--- src/rtl/mips_bus_arbiter_if.sv ---
// Bus bundle between the two CPU-side masters, the arbiter and the memory.
// All master-side (m0_*, m1_*, m_readdata) and memory-side (s_*) signals
// live here so the arbiter takes a single port.
//   slave  modport : the arbiter's view (accepts master requests, drives memory)
//   master modport : the environment's view (masters plus memory)
interface mips_bus_arbiter_if #(
    parameter int ADDR_W = 32,
    parameter int DATA_W = 32
);
    localparam int BE_W = DATA_W / 8;

    // master 0 (mips_cpu_bus core)
    logic [ADDR_W-1:0] m0_address;
    logic              m0_read;
    logic              m0_write;
    logic [DATA_W-1:0] m0_writedata;
    logic [BE_W-1:0]   m0_byteenable;
    logic              m0_waitrequest;

    // master 1 (test loader / DMA)
    logic [ADDR_W-1:0] m1_address;
    logic              m1_read;
    logic              m1_write;
    logic [DATA_W-1:0] m1_writedata;
    logic [BE_W-1:0]   m1_byteenable;
    logic              m1_waitrequest;

    // shared read data back to both masters
    logic [DATA_W-1:0] m_readdata;

    // memory port
    logic [ADDR_W-1:0] s_address;
    logic              s_read;
    logic              s_write;
    logic [DATA_W-1:0] s_writedata;
    logic [BE_W-1:0]   s_byteenable;
    logic              s_waitrequest;
    logic [DATA_W-1:0] s_readdata;

    modport slave (
        input  m0_address, m0_read, m0_write, m0_writedata, m0_byteenable,
        output m0_waitrequest,
        input  m1_address, m1_read, m1_write, m1_writedata, m1_byteenable,
        output m1_waitrequest,
        output m_readdata,
        output s_address, s_read, s_write, s_writedata, s_byteenable,
        input  s_waitrequest, s_readdata
    );

    modport master (
        output m0_address, m0_read, m0_write, m0_writedata, m0_byteenable,
        input  m0_waitrequest,
        output m1_address, m1_read, m1_write, m1_writedata, m1_byteenable,
        input  m1_waitrequest,
        input  m_readdata,
        input  s_address, s_read, s_write, s_writedata, s_byteenable,
        output s_waitrequest, s_readdata
    );
endinterface

--- src/rtl/mips_bus_arbiter.sv ---
// Two-master / one-slave round-robin arbiter for the CPU memory bus.
// One transfer at a time: IDLE arbitrates, ISSUE presents the owner's strobes
// to memory until accepted, RDATA returns the one-cycle-latency read word.
// Ports:
//   clk    - clock, all state on rising edge
//   reset  - asynchronous active-low reset
//   bus    - mips_bus_arbiter_if.slave (m0_*, m1_*, m_readdata, s_*)
//   grant  - current/last owner (0 = m0, 1 = m1)
//   busy   - high whenever a transfer is in progress (state != IDLE)
module mips_bus_arbiter #(
    parameter int ADDR_W = 32,
    parameter int DATA_W = 32
) (
    input  logic                  clk,
    input  logic                  reset,
    mips_bus_arbiter_if.slave     bus,
    output logic                  grant,
    output logic                  busy
);
    localparam int BE_W = DATA_W / 8;

    typedef enum logic [1:0] {
        IDLE  = 2'd0,
        ISSUE = 2'd1,
        RDATA = 2'd2
    } state_t;

    state_t            state, state_nxt;
    logic              grant_nxt;
    logic              last, last_nxt;     // last master that completed a transfer
    logic              req0, req1;
    logic              own_read, own_write;
    logic              owner_ack;          // owner's transfer completes this cycle
    logic [ADDR_W-1:0] addr_mux;
    logic [DATA_W-1:0] wdata_mux;
    logic [BE_W-1:0]   be_mux;

    assign req0 = bus.m0_read | bus.m0_write;
    assign req1 = bus.m1_read | bus.m1_write;

    assign own_read  = grant ? bus.m1_read  : bus.m0_read;
    assign own_write = grant ? bus.m1_write : bus.m0_write;

    // Address/data path always follows the granted master, whatever the state.
    assign addr_mux  = grant ? bus.m1_address    : bus.m0_address;
    assign wdata_mux = grant ? bus.m1_writedata  : bus.m0_writedata;
    assign be_mux    = grant ? bus.m1_byteenable : bus.m0_byteenable;

    assign bus.s_address    = addr_mux;
    assign bus.s_writedata  = wdata_mux;
    assign bus.s_byteenable = be_mux;

    // Memory registers its read data, so it is already aligned with RDATA.
    assign bus.m_readdata = bus.s_readdata;

    // State register. Reset leaves the pointer at m1 so m0 wins the first tie.
    always_ff @(posedge clk or negedge reset) begin
        if (!reset) begin
            state <= IDLE;
            grant <= 1'b0;
            last  <= 1'b1;
        end else begin
            state <= state_nxt;
            grant <= grant_nxt;
            last  <= last_nxt;
        end
    end

    // Next-state logic.
    always_comb begin
        state_nxt = state;
        grant_nxt = grant;
        last_nxt  = last;
        case (state)
            IDLE: begin
                if (req0 && req1) begin
                    grant_nxt = ~last;
                    state_nxt = ISSUE;
                end else if (req0) begin
                    grant_nxt = 1'b0;
                    state_nxt = ISSUE;
                end else if (req1) begin
                    grant_nxt = 1'b1;
                    state_nxt = ISSUE;
                end
            end
            ISSUE: begin
                if (!own_read && !own_write) begin
                    // Owner abandoned the request: no transfer, pointer kept.
                    state_nxt = IDLE;
                end else if (!bus.s_waitrequest) begin
                    if (own_write) begin
                        state_nxt = IDLE;
                        last_nxt  = grant;
                    end else begin
                        state_nxt = RDATA;
                    end
                end
            end
            RDATA: begin
                state_nxt = IDLE;
                last_nxt  = grant;
            end
            default: state_nxt = IDLE;
        endcase
    end

    // Output logic. A simultaneous read+write is forwarded as a write only.
    always_comb begin
        bus.s_read  = 1'b0;
        bus.s_write = 1'b0;
        owner_ack   = 1'b0;
        busy        = (state != IDLE);
        case (state)
            ISSUE: begin
                bus.s_write = own_write;
                bus.s_read  = own_read & ~own_write;
                owner_ack   = own_write & ~bus.s_waitrequest;
            end
            RDATA: owner_ack = 1'b1;
            default: ;
        endcase
    end

    // The non-granted master is always stalled.
    assign bus.m0_waitrequest = ~(owner_ack & ~grant);
    assign bus.m1_waitrequest = ~(owner_ack &  grant);

endmodule

--- src/flat_wrapper.sv ---
// flat-port wrapper written by rule: the top's interface ports become plain ports
module mips_bus_arbiter_flat 
#(
    parameter int ADDR_W = 32,
    parameter int DATA_W = 32
)
  (clk, reset, grant, busy, bus_m0_address, bus_m0_read, bus_m0_write, bus_m0_writedata, bus_m0_byteenable, bus_m0_waitrequest, bus_m1_address, bus_m1_read, bus_m1_write, bus_m1_writedata, bus_m1_byteenable, bus_m1_waitrequest, bus_m_readdata, bus_s_address, bus_s_read, bus_s_write, bus_s_writedata, bus_s_byteenable, bus_s_waitrequest, bus_s_readdata);
  mips_bus_arbiter_if #(.ADDR_W(ADDR_W), .DATA_W(DATA_W)) bus_i ();
  input  logic clk;
  input  logic reset;
  output logic grant;
  output logic busy;
  input wire logic [$bits(bus_i.m0_address)-1:0] bus_m0_address;
  input wire logic [$bits(bus_i.m0_read)-1:0] bus_m0_read;
  input wire logic [$bits(bus_i.m0_write)-1:0] bus_m0_write;
  input wire logic [$bits(bus_i.m0_writedata)-1:0] bus_m0_writedata;
  input wire logic [$bits(bus_i.m0_byteenable)-1:0] bus_m0_byteenable;
  output wire logic [$bits(bus_i.m0_waitrequest)-1:0] bus_m0_waitrequest;
  input wire logic [$bits(bus_i.m1_address)-1:0] bus_m1_address;
  input wire logic [$bits(bus_i.m1_read)-1:0] bus_m1_read;
  input wire logic [$bits(bus_i.m1_write)-1:0] bus_m1_write;
  input wire logic [$bits(bus_i.m1_writedata)-1:0] bus_m1_writedata;
  input wire logic [$bits(bus_i.m1_byteenable)-1:0] bus_m1_byteenable;
  output wire logic [$bits(bus_i.m1_waitrequest)-1:0] bus_m1_waitrequest;
  output wire logic [$bits(bus_i.m_readdata)-1:0] bus_m_readdata;
  output wire logic [$bits(bus_i.s_address)-1:0] bus_s_address;
  output wire logic [$bits(bus_i.s_read)-1:0] bus_s_read;
  output wire logic [$bits(bus_i.s_write)-1:0] bus_s_write;
  output wire logic [$bits(bus_i.s_writedata)-1:0] bus_s_writedata;
  output wire logic [$bits(bus_i.s_byteenable)-1:0] bus_s_byteenable;
  input wire logic [$bits(bus_i.s_waitrequest)-1:0] bus_s_waitrequest;
  input wire logic [$bits(bus_i.s_readdata)-1:0] bus_s_readdata;
  assign bus_i.m0_address = bus_m0_address;
  assign bus_i.m0_read = bus_m0_read;
  assign bus_i.m0_write = bus_m0_write;
  assign bus_i.m0_writedata = bus_m0_writedata;
  assign bus_i.m0_byteenable = bus_m0_byteenable;
  assign bus_m0_waitrequest = bus_i.m0_waitrequest;
  assign bus_i.m1_address = bus_m1_address;
  assign bus_i.m1_read = bus_m1_read;
  assign bus_i.m1_write = bus_m1_write;
  assign bus_i.m1_writedata = bus_m1_writedata;
  assign bus_i.m1_byteenable = bus_m1_byteenable;
  assign bus_m1_waitrequest = bus_i.m1_waitrequest;
  assign bus_m_readdata = bus_i.m_readdata;
  assign bus_s_address = bus_i.s_address;
  assign bus_s_read = bus_i.s_read;
  assign bus_s_write = bus_i.s_write;
  assign bus_s_writedata = bus_i.s_writedata;
  assign bus_s_byteenable = bus_i.s_byteenable;
  assign bus_i.s_waitrequest = bus_s_waitrequest;
  assign bus_i.s_readdata = bus_s_readdata;
  mips_bus_arbiter #(.ADDR_W(ADDR_W), .DATA_W(DATA_W)) u_core (.clk(clk), .reset(reset), .bus(bus_i), .grant(grant), .busy(busy));
endmodule
--- config.mk ---
export PLATFORM = sky130hd
export DESIGN_NAME = mips_bus_arbiter_flat
export DESIGN_NICKNAME = d
export VERILOG_FILES = /design/src/rtl/mips_bus_arbiter_if.sv /design/src/rtl/mips_bus_arbiter.sv /design/src/flat_wrapper.sv
export SDC_FILE = /design/constraint.sdc
export NUM_CORES = 1
export LEC_CHECK = 0
export BUFFER_PORTS_ARGS = -buffer_cell sky130_fd_sc_hd__buf_2
export CAP_MARGIN = 0
export CORE_AREA = 2 2 110 112
export CTS_BUF_LIST = sky130_fd_sc_hd__clkbuf_8
export DETAILED_ROUTE_END_ITERATION = 6
export DIE_AREA = 0 0 112 114
export SLEW_MARGIN = 40
export SYNTH_ARGS = -nofsm -noshare
export SYNTH_HDL_FRONTEND = slang
export SYNTH_SLANG_ARGS = --single-unit
export TNS_END_PERCENT = 30
--- constraint.sdc ---
create_clock -name clk -period 2.8 [get_ports clk]
set_input_delay 0.42 -clock clk [delete_from_list [all_inputs] [get_ports clk]]
set_output_delay 0.42 -clock clk [all_outputs]
set_load 0.01 [all_outputs]
### Word-level counts from Yosys, hierarchy flattened

Cells that the tools add are included.

* word-level logic and storage cells: 55
* memory bits (read-only): 0
* input bits: 175
* output and inout bits: 106
* bits in latches: 0
* memories kept: 0
* bits in registers: 4
* memory bits (writable): 0

* bitwise logic cells: 12
* equal/unequal tests: 7
* shift operators: 0
* $lt $le $gt $ge: 0
* multiplexer cells: 22
* $add $sub $neg: 0
* reduce and logical (&&, ||, !) cells: 11
* multiply operators: 0
* divide/modulo/power cells: 0

Operators with widths (number)
* 32-bit two-way mux: 2
* 2-bit two-way mux: 6
* 1-bit two-way mux: 10
* 1-bit NOT: 6
* 1-bit bitwise AND: 4
* 4-bit two-way mux: 1
* 2-bit inequality test, second input constant: 2
* 4-bit by 1-bit inequality test with 1-bit output, second input constant: 1
* 1-bit one-hot mux with 2 select lines: 2
* 2-bit one-hot mux with 2 select lines: 1
* 2-bit AND reduction: 2
* 4-bit AND reduction: 1
* 2-bit nonzero test: 2
* 3-bit by 2-bit inequality test with 1-bit output, second input constant: 1
* 3-bit nonzero test: 1
* 2-bit by 1-bit == test with 1-bit output, second input constant: 1
* 2-bit == test, second input constant: 1
* 1-bit logical AND: 2
* 1-bit logical NOT: 2
* 2-bit logical NOT: 1
* 2-bit by 1-bit inequality test with 1-bit output, second input constant: 1
* 1-bit OR: 2

### Logic depth before layout (Yosys ltp)

* depth after elaboration: 5
* mapped depth: 5
* depth with buffers taken out: 5

### Worst setup path before layout

OpenSTA, ideal clock, no wires.

* path type: register to output
* start: register u_core.grant
* end: output bus_s_address[0]
* path buffers: 3
* data arrival time: 1.312 ns
* slack: 1.068 ns
* required time: 2.380 ns
* cell stages (with the launch flop): 5
* cell sequence: dfrtp_1 > buf_2 > buf_2 > buf_2 > mux2_2

* word-level cells in the longest chain between the ends: 1

RTL lines
* from (decl): line mips_bus_arbiter.sv:17 `output logic grant,`
* from (signal assigned): line mips_bus_arbiter.sv:64 `grant <= grant_nxt;`
* 32-bit two-way mux: line mips_bus_arbiter.sv:45 `assign addr_mux = grant ? bus.m1_address : bus.m0_address;`
* to (decl): line flat_wrapper.sv:26 `output wire logic [$bits(bus_i.s_address)-1:0] bus_s_address;`

No other way between the ends.

### Worst setup path in the final report

* start: register u_core.grant
* end: output bus_s_writedata[27]

* word-level cells in the longest chain between the ends: 1

RTL lines
* 32-bit two-way mux: line mips_bus_arbiter.sv:46 `assign wdata_mux = grant ? bus.m1_writedata : bus.m0_writedata;`
* to (decl): line flat_wrapper.sv:29 `output wire logic [$bits(bus_i.s_writedata)-1:0] bus_s_writedata;`

No other way between the ends.

==> impl_metrics.yaml <==
grt:
  antenna_found_initial: 2
  grt_use_total_pct: 7.359
  grt_max_degree: 47
  first_global_vias: 1590
  grt_pass1_wl_mm: 7.617
  gr-total-overflow: 0
sta:
  final.setup.tns_ns: 0
  max_slew_margin_pct: 62.20
  drv_slew: 0
  period_share_pct: 79.49
  skew_ns: 0.003965
  holdWs_ns: 0.5414
  fmax_ghz: 0.4493
  tightest_slew_ns: 0.5671
  setup_viol: 0
  period_minus_slack_ns: 2.226
  hold_viol_final: 0
  rsz0062_at_grt: "false"
critical_path:
  crit_arrival_ns: 1.81
  criticalPathCategory: "register to output port"
  cp-start-kind: "register"
  worstPathRequired_ns: 2.38
  endpoint_kind: "output port"
  crit_fanout: 46
routing:
  wl_per_cell_um: 11.81
  drc: 0
  first_pass_iters: 4
  viasPerCell: 3.726
  vias: 1766
  drtAntennaViolNets: 0
  wl_mm: 5.600
  drt-initial-drc-count: 54
synth:
  synth.ff_latch_count: 4
  seq_area_frac_synth_pct: 7.310
  syn_inst: 146
  synth_area_um2: 1386
  synth_edf_count: 0
  async_flop_share_pct: 100.0
  ys.flop_type: "dfrtp_1"
  avgSynthCellArea_um2: 9.495
  synth_top_area_cell: "mux2_2"
  synth_top_area_share_pct: 56.05
  yosysWarnings: 0
  synth.area.top_cells: "mux2_2, buf_4, dfrtp_1"
  yosysUniqueCellTypes: 25
  syn_nets: 324
pwr:
  p_per_area_nw_per_um2: 687.6
  p_int_uw: 946.5
  p_switching_uw: 734.7
  p_total_mw: 1.681
  ir_worst_vdd_v: 0.0002382
  p_leak_nw: 1.301
  pwr-share-clk_pct: 7.3
  p_comb_share_pct: 79.3
  seq_power_share_pct: 13.4
  switching_share_pct: 43.70
layout:
  drive_above_1_share_pct: 89.30
  final_core_util_pct: 20.88
  final_net_count: 506
  fillers: 1318
  stdcell_area_um2: 2445
  area_growth_pct: 76.35
  antenna_cells: 0
clocking:
  cts_resized: 0
  clkSlewWorstSetupHoldPaths_ns: 0.03
  root_buffer: "clkbuf_8"
  cts_inserted_buffers: 3
  clock_latency_ns: 0.22
  cts_tree: "yes"
  cts_buffer_depth: 2
  htreeDepth: 1
  cts_setup_buffers: 0
  clock_sinks: 4
status:
  status: "complete, no violations"
place:
  place_area_um2: 2390
  place.gp.congestion: 0.7362
  dp_hpwl_mm: 4.900
  io_buffers: 216
min_path:
  hold_class: "input pin to asynchronous set/reset pin"
floorplan:
  design.die.area_um2: 12770
  start_util_pct: 11.84
  fp.coreArea_um2: 11710
  dieWidth_um: 112
  die_h_um: 114
  io_pins: 281
  rows: 40
run:
  cap_viol_max_count: 0
-- stage by stage --
step           setup WS (ns)  instances
6_report              0.5744        474
5_1_grt               0.4621        474
4_1_cts               0.5522        474
3_5_place_dp          0.7862        469
3_3_place_gp          0.7862        469
2_1_floorplan          1.068        146
-- state kept, by name (all words and copies together) (netlist names) --
signal and count:
u_core.state 2, u_core.grant 1, u_core.last 1
-- worst max-delay path, stage by stage (launching register included) --
cell and delay, ns:
dfrtp_4 0.78, buf_12 0.29, mux2_2 0.36, buf_2 0.14
-- cell usage in the layout (no fill, tap or decap), types with 2 or more instances in the layout --
cell and instances:
clkbuf_8 3, inv_1 7, o31ai_1 2, buf_2 216
nor2_1 4, dfrtp_1 2, ha_1 3, mux2_2 69
a2111o_1 2
-- cells by family after synthesis --
| kind of cell | after synthesis | synth area share [%] |
|---|---|---|
| buffers and inverters | 47 | 22.20 |
| DFF | 4 | 7.311 |
| adders and majority gates | 3 | 2.708 |
| AOI/OAI and AO/OA | 10 | 6.228 |
| and+or+nand+nor | 12 | 4.783 |
| muxes | 70 | 56.77 |
-- timing repair --
| action | 4_1_cts | 5_1_grt |
|---|---|---|
| endpoints found under the hold margin | 2 | 0 |
| endpoints found under the setup margin | 0 | 0 |
| hold buffers | 1 | 0 |
-- worst paths after layout --
| kind | cells after the start | start | endpoint | slack [ns] |
|---|---|---|---|---|
| worst max-delay path | 3 | u_core.grant$_DFFE_PN0P_ | bus_s_writedata[27] | 0.57 |
| worst min-delay path | 2 | reset | u_core.grant$_DFFE_PN0P_ | 0.54 |
| worst max register to register | 3 | u_core.grant$_DFFE_PN0P_ | u_core.last$_DFFE_PN1P_ | 1.10 |
| worst min register to register | 1 | u_core.last$_DFFE_PN1P_ | u_core.last$_DFFE_PN1P_ | 0.62 |
| max in group asynchronous | 2 | reset | u_core.last$_DFFE_PN1P_ | 2.05 |
| min in group clk | 3 | bus_m0_read | u_core.grant$_DFFE_PN0P_ | 0.60 |
-- area by class of cell --
type | instances | area, µm² | share of cell area (%)
clock buffers | 3 | 41.29 | 1.689
repair buffers | 218 | 1111 | 45.45
inverters | 6 | 22.52 | 0.9212
clock inverters | 1 | 3.754 | 0.1535
well taps | 147 | 183.9 | 7.523
flip-flops and latches | 4 | 105.1 | 4.299
multi-input cells | 95 | 977.2 | 39.97
-- cells in the mapped netlist (2+ instances only) --
master and n:
inv_1 6, nor2_1 4, mux2_2 69, a2111o_1 2
o31ai_1 2, buf_2 9, buf_4 32, ha_1 3
dfrtp_1 3
-- power by group through the flow --
| stage | registers (mW) | clock network [mW] | logic (mW) |
|---|---|---|---|
| 5_1_grt | 0.239 | 0.133 | 1.44 |
| 3_3_place_gp | 0.227 | 0 | 1.34 |
| 6_report | 0.225 | 0.123 | 1.33 |
| 2_1_floorplan | 0.110 | 0 | 1.01 |
| 3_5_place_dp | 0.228 | 0 | 1.34 |
| 4_1_cts | 0.226 | 0.129 | 1.35 |
-- layer usage --
metal	part of all wire (%)	routed length (µm)	track usage (%)	vias to the layer above
met5	0.52	29	0	-
met4	0.88	49	1.707	4
met3	15	814	3.454	14
met2	52	2921	14.18	124
met1	32	1785	7.131	768
li1	-	-	-	856
Power figures use the tool's default switching activity.
